`src/rtl/rgb_sequencer.sv`:
```
// Colour-sequence controller: walks a small table of RGB duty targets,
// slewing each channel toward its target on a slow fade tick, then holding.
module rgb_sequencer #(
  parameter int PWM_MAX   = 1200,
  parameter int TICK_DIV  = 5000,
  parameter int NUM_STEPS = 4,
  parameter int DUTY_W    = 11,
  parameter int CNT_W     = 10,
  parameter int AW        = $clog2(NUM_STEPS)
) (
  input  logic              clk,
  input  logic              rst_n,
  input  logic              cfg_we,
  input  logic [AW-1:0]     cfg_addr,
  input  logic [DUTY_W-1:0] cfg_r,
  input  logic [DUTY_W-1:0] cfg_g,
  input  logic [DUTY_W-1:0] cfg_b,
  input  logic [CNT_W-1:0]  cfg_rate,
  input  logic [CNT_W-1:0]  cfg_hold,
  input  logic              start,
  input  logic              stop,
  input  logic              loop_en,
  output logic [DUTY_W-1:0] duty_r,
  output logic [DUTY_W-1:0] duty_g,
  output logic [DUTY_W-1:0] duty_b,
  output logic              busy,
  output logic [AW-1:0]     step_idx,
  output logic              step_done
);

  localparam int DIV_W = (TICK_DIV > 1) ? $clog2(TICK_DIV) : 1;
  localparam int DW1   = DUTY_W + 1;
  localparam logic [AW-1:0] LAST_IDX = AW'(NUM_STEPS - 1);

  typedef enum logic [1:0] {S_IDLE, S_LOAD, S_RAMP, S_HOLD} state_t;

  state_t              state_q, state_d;
  logic [AW-1:0]       idx_q, idx_d;
  logic [DIV_W-1:0]    div_q, div_d;
  logic [DUTY_W-1:0]   duty_r_q, duty_r_d, duty_g_q, duty_g_d, duty_b_q, duty_b_d;
  logic [DUTY_W-1:0]   tgt_r_q, tgt_r_d, tgt_g_q, tgt_g_d, tgt_b_q, tgt_b_d;
  logic [CNT_W-1:0]    rate_q, rate_d, hold_q, hold_d, hold_cnt_q, hold_cnt_d;
  logic                done_q, done_d;
  logic                tick, all_met;

  logic [DUTY_W-1:0]   tbl_r_q [NUM_STEPS];
  logic [DUTY_W-1:0]   tbl_g_q [NUM_STEPS];
  logic [DUTY_W-1:0]   tbl_b_q [NUM_STEPS];
  logic [CNT_W-1:0]    tbl_rate_q [NUM_STEPS];
  logic [CNT_W-1:0]    tbl_hold_q [NUM_STEPS];
  logic [DUTY_W-1:0]   tbl_r_d [NUM_STEPS];
  logic [DUTY_W-1:0]   tbl_g_d [NUM_STEPS];
  logic [DUTY_W-1:0]   tbl_b_d [NUM_STEPS];
  logic [CNT_W-1:0]    tbl_rate_d [NUM_STEPS];
  logic [CNT_W-1:0]    tbl_hold_d [NUM_STEPS];

  function automatic logic [DUTY_W-1:0] clamp(input logic [DUTY_W-1:0] v);
    return (int'(v) > PWM_MAX) ? DUTY_W'(PWM_MAX) : v;
  endfunction

  // Move cur toward tgt by at most rate; snaps to tgt so it never overshoots.
  function automatic logic [DUTY_W-1:0] slew(input logic [DUTY_W-1:0] cur,
                                             input logic [DUTY_W-1:0] tgt,
                                             input logic [CNT_W-1:0]  rate);
    logic signed [DUTY_W:0] diff;
    logic [DUTY_W:0]        mag;
    diff = $signed({1'b0, tgt}) - $signed({1'b0, cur});
    mag  = diff[DUTY_W] ? $unsigned(-diff) : $unsigned(diff);
    if (rate == '0 || mag <= DW1'(rate)) return tgt;
    else if (diff[DUTY_W])                return cur - DUTY_W'(rate);
    else                                  return cur + DUTY_W'(rate);
  endfunction

  assign tick    = (div_q == DIV_W'(TICK_DIV - 1));
  assign all_met = (duty_r_q == tgt_r_q) && (duty_g_q == tgt_g_q) && (duty_b_q == tgt_b_q);

  always_comb begin
    tbl_r_d    = tbl_r_q;
    tbl_g_d    = tbl_g_q;
    tbl_b_d    = tbl_b_q;
    tbl_rate_d = tbl_rate_q;
    tbl_hold_d = tbl_hold_q;
    if (cfg_we && int'(cfg_addr) < NUM_STEPS) begin
      tbl_r_d[cfg_addr]    = clamp(cfg_r);
      tbl_g_d[cfg_addr]    = clamp(cfg_g);
      tbl_b_d[cfg_addr]    = clamp(cfg_b);
      tbl_rate_d[cfg_addr] = cfg_rate;
      tbl_hold_d[cfg_addr] = cfg_hold;
    end
  end

  always_comb begin
    // NOTE: every variable gets a default before the case so no path leaves it unassigned (no latch).
    state_d    = state_q;
    idx_d      = idx_q;
    div_d      = tick ? '0 : div_q + 1'b1;
    duty_r_d   = duty_r_q;
    duty_g_d   = duty_g_q;
    duty_b_d   = duty_b_q;
    tgt_r_d    = tgt_r_q;
    tgt_g_d    = tgt_g_q;
    tgt_b_d    = tgt_b_q;
    rate_d     = rate_q;
    hold_d     = hold_q;
    hold_cnt_d = hold_cnt_q;
    done_d     = 1'b0;
    if (stop) begin
      state_d = S_IDLE;
    end else begin
      unique case (state_q)
        S_IDLE: if (start) begin
          state_d = S_LOAD;
          idx_d   = '0;
          div_d   = '0;
        end
        S_LOAD: begin
          tgt_r_d    = tbl_r_q[idx_q];
          tgt_g_d    = tbl_g_q[idx_q];
          tgt_b_d    = tbl_b_q[idx_q];
          rate_d     = tbl_rate_q[idx_q];
          hold_d     = tbl_hold_q[idx_q];
          hold_cnt_d = '0;
          state_d    = S_RAMP;
        end
        S_RAMP: begin
          if (all_met) begin
            state_d = S_HOLD;
          end else if (tick) begin
            duty_r_d = slew(duty_r_q, tgt_r_q, rate_q);
            duty_g_d = slew(duty_g_q, tgt_g_q, rate_q);
            duty_b_d = slew(duty_b_q, tgt_b_q, rate_q);
          end
        end
        S_HOLD: begin
          if (hold_cnt_q == hold_q) begin
            done_d = 1'b1;
            if (idx_q == LAST_IDX && !loop_en) begin
              state_d = S_IDLE;
            end else begin
              idx_d   = (idx_q == LAST_IDX) ? '0 : idx_q + 1'b1;
              state_d = S_LOAD;
            end
          end else if (tick) begin
            hold_cnt_d = hold_cnt_q + 1'b1;
          end
        end
        default: state_d = S_IDLE;
      endcase
    end
  end

  // NOTE: the table is reset along with the control state so a reset always yields a known, all-zero pattern.
  always_ff @(posedge clk or negedge rst_n) begin
    if (!rst_n) begin
      state_q    <= S_IDLE;
      idx_q      <= '0;
      div_q      <= '0;
      duty_r_q   <= '0;
      duty_g_q   <= '0;
      duty_b_q   <= '0;
      tgt_r_q    <= '0;
      tgt_g_q    <= '0;
      tgt_b_q    <= '0;
      rate_q     <= '0;
      hold_q     <= '0;
      hold_cnt_q <= '0;
      done_q     <= 1'b0;
      tbl_r_q    <= '{default: '0};
      tbl_g_q    <= '{default: '0};
      tbl_b_q    <= '{default: '0};
      tbl_rate_q <= '{default: '0};
      tbl_hold_q <= '{default: '0};
    end else begin
      // NOTE: non-blocking so every flop samples pre-edge values regardless of statement order.
      state_q    <= state_d;
      idx_q      <= idx_d;
      div_q      <= div_d;
      duty_r_q   <= duty_r_d;
      duty_g_q   <= duty_g_d;
      duty_b_q   <= duty_b_d;
      tgt_r_q    <= tgt_r_d;
      tgt_g_q    <= tgt_g_d;
      tgt_b_q    <= tgt_b_d;
      rate_q     <= rate_d;
      hold_q     <= hold_d;
      hold_cnt_q <= hold_cnt_d;
      done_q     <= done_d;
      tbl_r_q    <= tbl_r_d;
      tbl_g_q    <= tbl_g_d;
      tbl_b_q    <= tbl_b_d;
      tbl_rate_q <= tbl_rate_d;
      tbl_hold_q <= tbl_hold_d;
    end
  end

  assign duty_r    = duty_r_q;
  assign duty_g    = duty_g_q;
  assign duty_b    = duty_b_q;
  assign busy      = (state_q != S_IDLE);
  assign step_idx  = idx_q;
  assign step_done = done_q;

endmodule

```
`config.mk`:
```
export PLATFORM = sky130hd
export DESIGN_NAME = rgb_sequencer
export DESIGN_NICKNAME = d
export VERILOG_FILES = /design/src/rtl/rgb_sequencer.sv
export SDC_FILE = /design/constraint.sdc
export NUM_CORES = 1
export LEC_CHECK = 0
export ABC_AREA = 1
export BUFFER_PORTS_ARGS = -buffer_cell sky130_fd_sc_hd__buf_2
export CAP_MARGIN = 20
export CORE_MARGIN = 1.5
export CORE_UTILIZATION = 35
export CTS_BUF_LIST = sky130_fd_sc_hd__clkbuf_4 sky130_fd_sc_hd__clkbuf_8
export DETAILED_ROUTE_END_ITERATION = 10
export GPL_ROUTABILITY_DRIVEN = 0
export PLACE_DENSITY_LB_ADDON = 0.12
export SLEW_MARGIN = 20
export SYNTH_ARGS = -nofsm -noshare
export SYNTH_HDL_FRONTEND = slang
export SYNTH_SLANG_ARGS = --single-unit
```
`constraint.sdc`:
```
create_clock -name clk -period 4.3 [get_ports clk]
set_input_delay 1.075 -clock clk [delete_from_list [all_inputs] [get_ports clk]]
set_output_delay 1.075 -clock clk [all_outputs]
set_load 0.05 [all_outputs]
```
=== Word level (Yosys, flattened, before mapping) ===
Index checks and enable logic that the tools add are counted.

* Equal/unequal tests: 17
* Reduce and logical (&&, ||, !) cells: 18
* Bitwise logic cells: 4
* $lt $le $gt $ge: 9
* Muxes and demuxes: 57
* Add/subtract/negate cells: 15

{| class="wikitable"
|+ Operators with widths
! cell !! count
|-
| $mux W11 || 16
|-
| $bwmux W44 || 3
|-
| $bwmux W40 || 2
|-
| $mux W10 || 7
|-
| $bmux W11 S2 || 3
|-
| $mux W13 || 4
|-
| $bmux W10 S2 || 2
|-
| $le A12 B10 Y1 || 3
|-
| $mux W12 || 3
|-
| $neg A12 Y12 || 3
|-
| $sub A11 B11 Y12 || 3
|-
| $add A11 B10 Y11 || 3
|-
| $eq A11 B11 Y1 || 3
|-
| $gt A11 B11 Y1 const B || 3
|-
| $sub A11 B10 Y11 || 3
|-
| $demux W11 S2 || 1
|-
| $demux W10 S2 || 1
|-
| $pmux W10 S2 || 1
|-
| $mux W2 || 8
|-
| $add A13 B1 Y13 const B || 1
|-
| $eq A13 B13 Y1 const B || 1
|-
| $add A10 B1 Y10 const B || 1
|-
| $eq A10 B10 Y1 || 1
|-
| $logic_not A10 Y1 || 1
|-
| 21 further kinds || 43
|}

* Output and inout port bits: 37
* Logic and storage cells: 153
* Flip-flop bits (word level): 326

=== Depth between registers and ports, before layout ===
* Word-level depth: 6
* Depth in mapped cells: 28

=== Least setup slack after synthesis ===
Ideal clock, no wire load.

* Path kind: register -> register
* Start point: register duty_g_q[2] (netlist: duty_g[2])
* End point: register duty_g_q[1] (netlist: duty_g[1])
* Library setup time: 0.119 ns
* Slack: 0.634 ns
* Cell stages (with the launch flop): 26
* Arrival time: 3.547 ns
* Data required time: 4.181 ns
* Cell sequence: dfrtp_1 -> inv_1 -> ha_1 -> a21oi_1 -> nand2_1 -> nand2_1 -> nand2_1 -> nand2_1 -> nand2_1 -> clkbuf_1 -> nor2_1 -> xor2_1 -> inv_1 -> ha_1 -> a21oi_1 -> o21ai_0 -> a21o_1 -> nand2_1 -> nand2_1 -> o41ai_1 -> nand3_2 -> nand2_2 -> buf_6 -> nand2_1 -> nand3_1 -> nand2_1

* Cells in the longest elaborated chain, start to end: 6
* Elaborated cells on any way between the ends: 12

{| class="wikitable"
|+ RTL lines
! item !! RTL line !! text
|-
| start: declaration || 40 || <nowiki>logic [DUTY_W-1:0] duty_r_q, duty_r_d, duty_g_q, duty_g_d, duty_b_q, duty_b_d;</nowiki>
|-
| start signal: assignment || 179 || <nowiki>duty_g_q <= duty_g_d;</nowiki>
|-
| $sub A11 B11 Y12 || 67 || <nowiki>diff = $signed({1'b0, tgt}) - $signed({1'b0, cur});</nowiki>
|-
| $neg A12 Y12 || 68 || <nowiki>mag = diff[DUTY_W] ? $unsigned(-diff) : $unsigned(diff);</nowiki>
|-
| $mux W12 || 68 ||
|-
| $le A12 B10 Y1 || 69 || <nowiki>if (rate == '0 || mag <= DW1'(rate)) return tgt;</nowiki>
|-
| $logic_or A1 B1 Y1 || 69 ||
|-
| $mux W11 || 69 ||
|}

Parallel ways exist; a longest one is shown, timed or not.
A chain may end at the register's enable or synchronous reset.

=== Final worst setup path ===
* Start point: register duty_g_q[1] (netlist: duty_g[1])
* End point: register duty_g_q[2] (netlist: duty_g[2])

The elaborated chain is that of the path after synthesis.

==> key figures <==
Routing
  • DR WL/cell: 17.4 µm
  • DRC viols: 0
  • Pre-Repair DR Iteration Count: 6
  • Vias per cell: ~5.1
  • Via count: roughly 18000
  • Initial drt markers: around 1300
  • Routed Antenna Nets: 0
  • Routed wire length: between 60000 and 70000 µm

STA
  • Tcrit/Tclk final: 91.4%
  • Final Hold Fails: 0
  • RSZ-0062 raised after global routing: false
  • Setup TNS: 0 ns
  • Slew Limit Fails: 0
  • Crit path time final: 3.93 ns
  • Slew @ Worst Pin: around 0.82 ns
  • Achievable frequency: around 250 MHz
  • Skew final: between 0.04 and 0.05 ns
  • Setup violators final: 0
  • Max-Slew Margin vs Limit: a little under half

Min path
  • Hold WC Path Type: input pin to async pin

Worst setup path
  • Crit Path Category: register to register
  • Req. time, crit path: slightly below 5 ns
  • Setup crit end kind: register
  • R2R depth: 24
  • Critical-path maximum fanout: 19
  • Arrival time of the worst setup path: between 4 and 5 ns
  • Startpoint class of the critical path: register

Layout
  • Most common cell after layout, fill and taps aside: nand2_1
  • Layout cells sized above 1: approximately a tenth
  • Area Growth Syn to Fin: 14.5%
  • Final nets: ~3000
  • Most frequent cells in the layout: nand2_1 (657), o21ai_0 (327), dfrtp_1 (323), inv_1 (317), nor2_1 (236)

Status
  • Outcome: completed

Floorplan
  • Die width: 240 µm
  • Core area: approximately 55000 µm²
  • Starting Density: between 30% and 40%
  • FP Rows: 86
  • Top Ports: 98
  • Die Area: around 58000 µm²
  • Die H: around 240 µm

Yosys
  • Synth async-reset ratio: 100%
  • Instance count of the mapped netlist: 2657
  • Post-synth cell types: 43
  • Register bit count reported by yosys: about 330
  • Post-synth EDFFs: 0
  • Top_reg_cell synth: dfrtp_1
  • Post-Syn Area: about 20000 µm²
  • YS warnings: 0
  • Syn_nets: between 2000 and 3000
  • Syn avg cell area: around 7.4 µm²
  • Sequential area share after synthesis: about two fifths

GRT
  • Pin count of the biggest net entering global routing: roughly 130
  • Number of global-route vias before repair: approximately 17000
  • GRT overflow: 0
  • Initial antenna violation count: 2
  • Total Routing Usage GR: between 20% and 30%
  • First-pass GRT wire length: slightly below 100000 µm

Clocking
  • TritonCTS clock tree: built
  • Num CTS Buffers: 66
  • H-tree levels: 3
  • Worst-skew pair later-pin latency: around 0.66 ns
  • Root buf cell: clkbuf_8
  • Post-CTS Setup Repair Bufs: 0
  • Clk buf depth: 3
  • CTS Sinks: 326
  • Worst-path clk slew: 0.06 ns

Power and ir drop
  • Final Power: between 15 and 20 mW
  • VDD IR-drop max: ~0.00027 V
  • Leakage power: between 10 and 15 nW
  • Power per cell area: 734 nW/µm²

Job
  • Maximum capacitance violations: 0

Placement
  • Hpwl dp: roughly 43000 µm
  • IO buf count: between 90 and 100
-- area by class of cell --
type | instances | area (µm²)
fill | 5867 | 32800
multi-input combinational | 1894 | 9890
sequential | 326 | 8160
clock buffer | 99 | 1250
inverter | 323 | 1210
tap | 748 | 936
timing repair buffer | 142 | 933
clock inverter | 16 | 156
antenna | 2 | 5.00
-- kinds of logic after synthesis --
logic type / synth area share [%]
AO/OA/AOI/OAI: 15.6
XOR/XNOR: 3.02
adder cells (fa/ha/maj): 7.28
buffers and inverters: 8.54
flip-flops: 41.4
multiplexers: 0.229
AND/OR/NAND/NOR: 23.9
-- synthesized netlist by cell type, types with 9 or more instances --
library cell,instances,area (µm²)
nor3_1,28,140
inv_1,320,1200
nand3_1,149,746
buf_2,9,45.0
clkbuf_1,93,349
o21ai_1,21,105
o211ai_1,11,82.6
ha_1,105,1310
nor2_1,237,890
o21ai_0,327,1640
a31oi_1,46,288
nand4_1,32,200
o22ai_1,43,269
xor2_1,48,420
xnor2_1,20,175
a21oi_1,97,485
dfrtp_1,326,8160
nand2_1,658,2470
-- power breakdown --
| group | switching [mW] | leakage, nW | total [mW] | internal [mW] |
|---|---|---|---|---|
| clock | 1.47 | 0.738 | 3.45 | 1.99 |
| sequential | 0.495 | 4.09 | 4.16 | 3.66 |
| combinational | 5.91 | 6.30 | 8.93 | 3.03 |
| total | 7.87 | 11.1 | 16.5 | 8.67 |
-- final timing paths --
| path | from | endpoint | slack (ns) |
|---|---|---|---|
| worst max-delay path | duty_g[1] | duty_g[2] | 0.37 |
| worst min-delay path | rst_n | tbl_hold_q[34] | 0.44 |
| worst max register to register | duty_g[1] | duty_g[2] | 0.37 |
| worst min register to register | div_q[0] | div_q[0] | 0.46 |
| max in group asynchronous | rst_n | duty_r[3] | 2.82 |
| min in group clk | div_q[0] | div_q[0] | 0.46 |
-- metal layers --
| layer | up-vias | wire length, µm | GRT usage (%) |
|---|---|---|---|
| met5 | - | 0 | 0 |
| met4 | 0 | 1400 | 7.53 |
| met3 | 83 | 3640 | 4.01 |
| met2 | 463 | 27200 | 33.6 |
| li1 | 8903 | - | - |
| met1 | 8487 | 29600 | 31.0 |
-- sequential cells by signal (all words and copies together), names as in the netlist, 11 cells and up --
register	flops
div_q	13
duty_b	11
duty_g	11
duty_r	11
tbl_b_q	44
tbl_g_q	44
tbl_hold_q	40
tbl_r_q	44
tbl_rate_q	40
tgt_b_q	11
tgt_g_q	11
tgt_r_q	11
-- worst max-delay path, cell delays in order, from the launching register on --
cell and delay (ns):
dfrtp_2 0.47, inv_1 0.07, ha_1 0.42, nand3_1 0.16, nand2_1 0.16, nand2_1 0.08
nand2_1 0.09, nand2_1 0.05, nand2_1 0.24, buf_4 0.27, nor2_1 0.07, xor2_1 0.14
inv_1 0.06, ha_1 0.29, a21oi_1 0.14, o21ai_0 0.09, a21o_1 0.17, nand2_1 0.05
nand2_1 0.05, o41ai_1 0.11, nand3_2 0.19, buf_4 0.23, nand3_1 0.09, nand3_1 0.08
nand2_1 0.08
-- metrics by stage --
stage          setup WS [ns]  util [%]  hold slack, ns  std cells  instance area [µm²]
6_report               0.369      40.8           0.439       3550                22600
5_1_grt               0.0141      40.8           0.484       3550                22600
4_1_cts                0.232      40.7           0.456       3548                22500
3_5_place_dp           0.274      38.2           0.453       3433                21100
3_3_place_gp           0.290      38.2           0.447       3433                21100
2_1_floorplan          0.634         -           0.433       2657                19700
-- what timing repair did --
item / in CTS / in global routing
gates resized for setup: 0 / 5
hold buffers: 0 / 0
endpoints found under the setup margin: 0 / 22
Note: power is estimated with default switching activity, not from simulation.
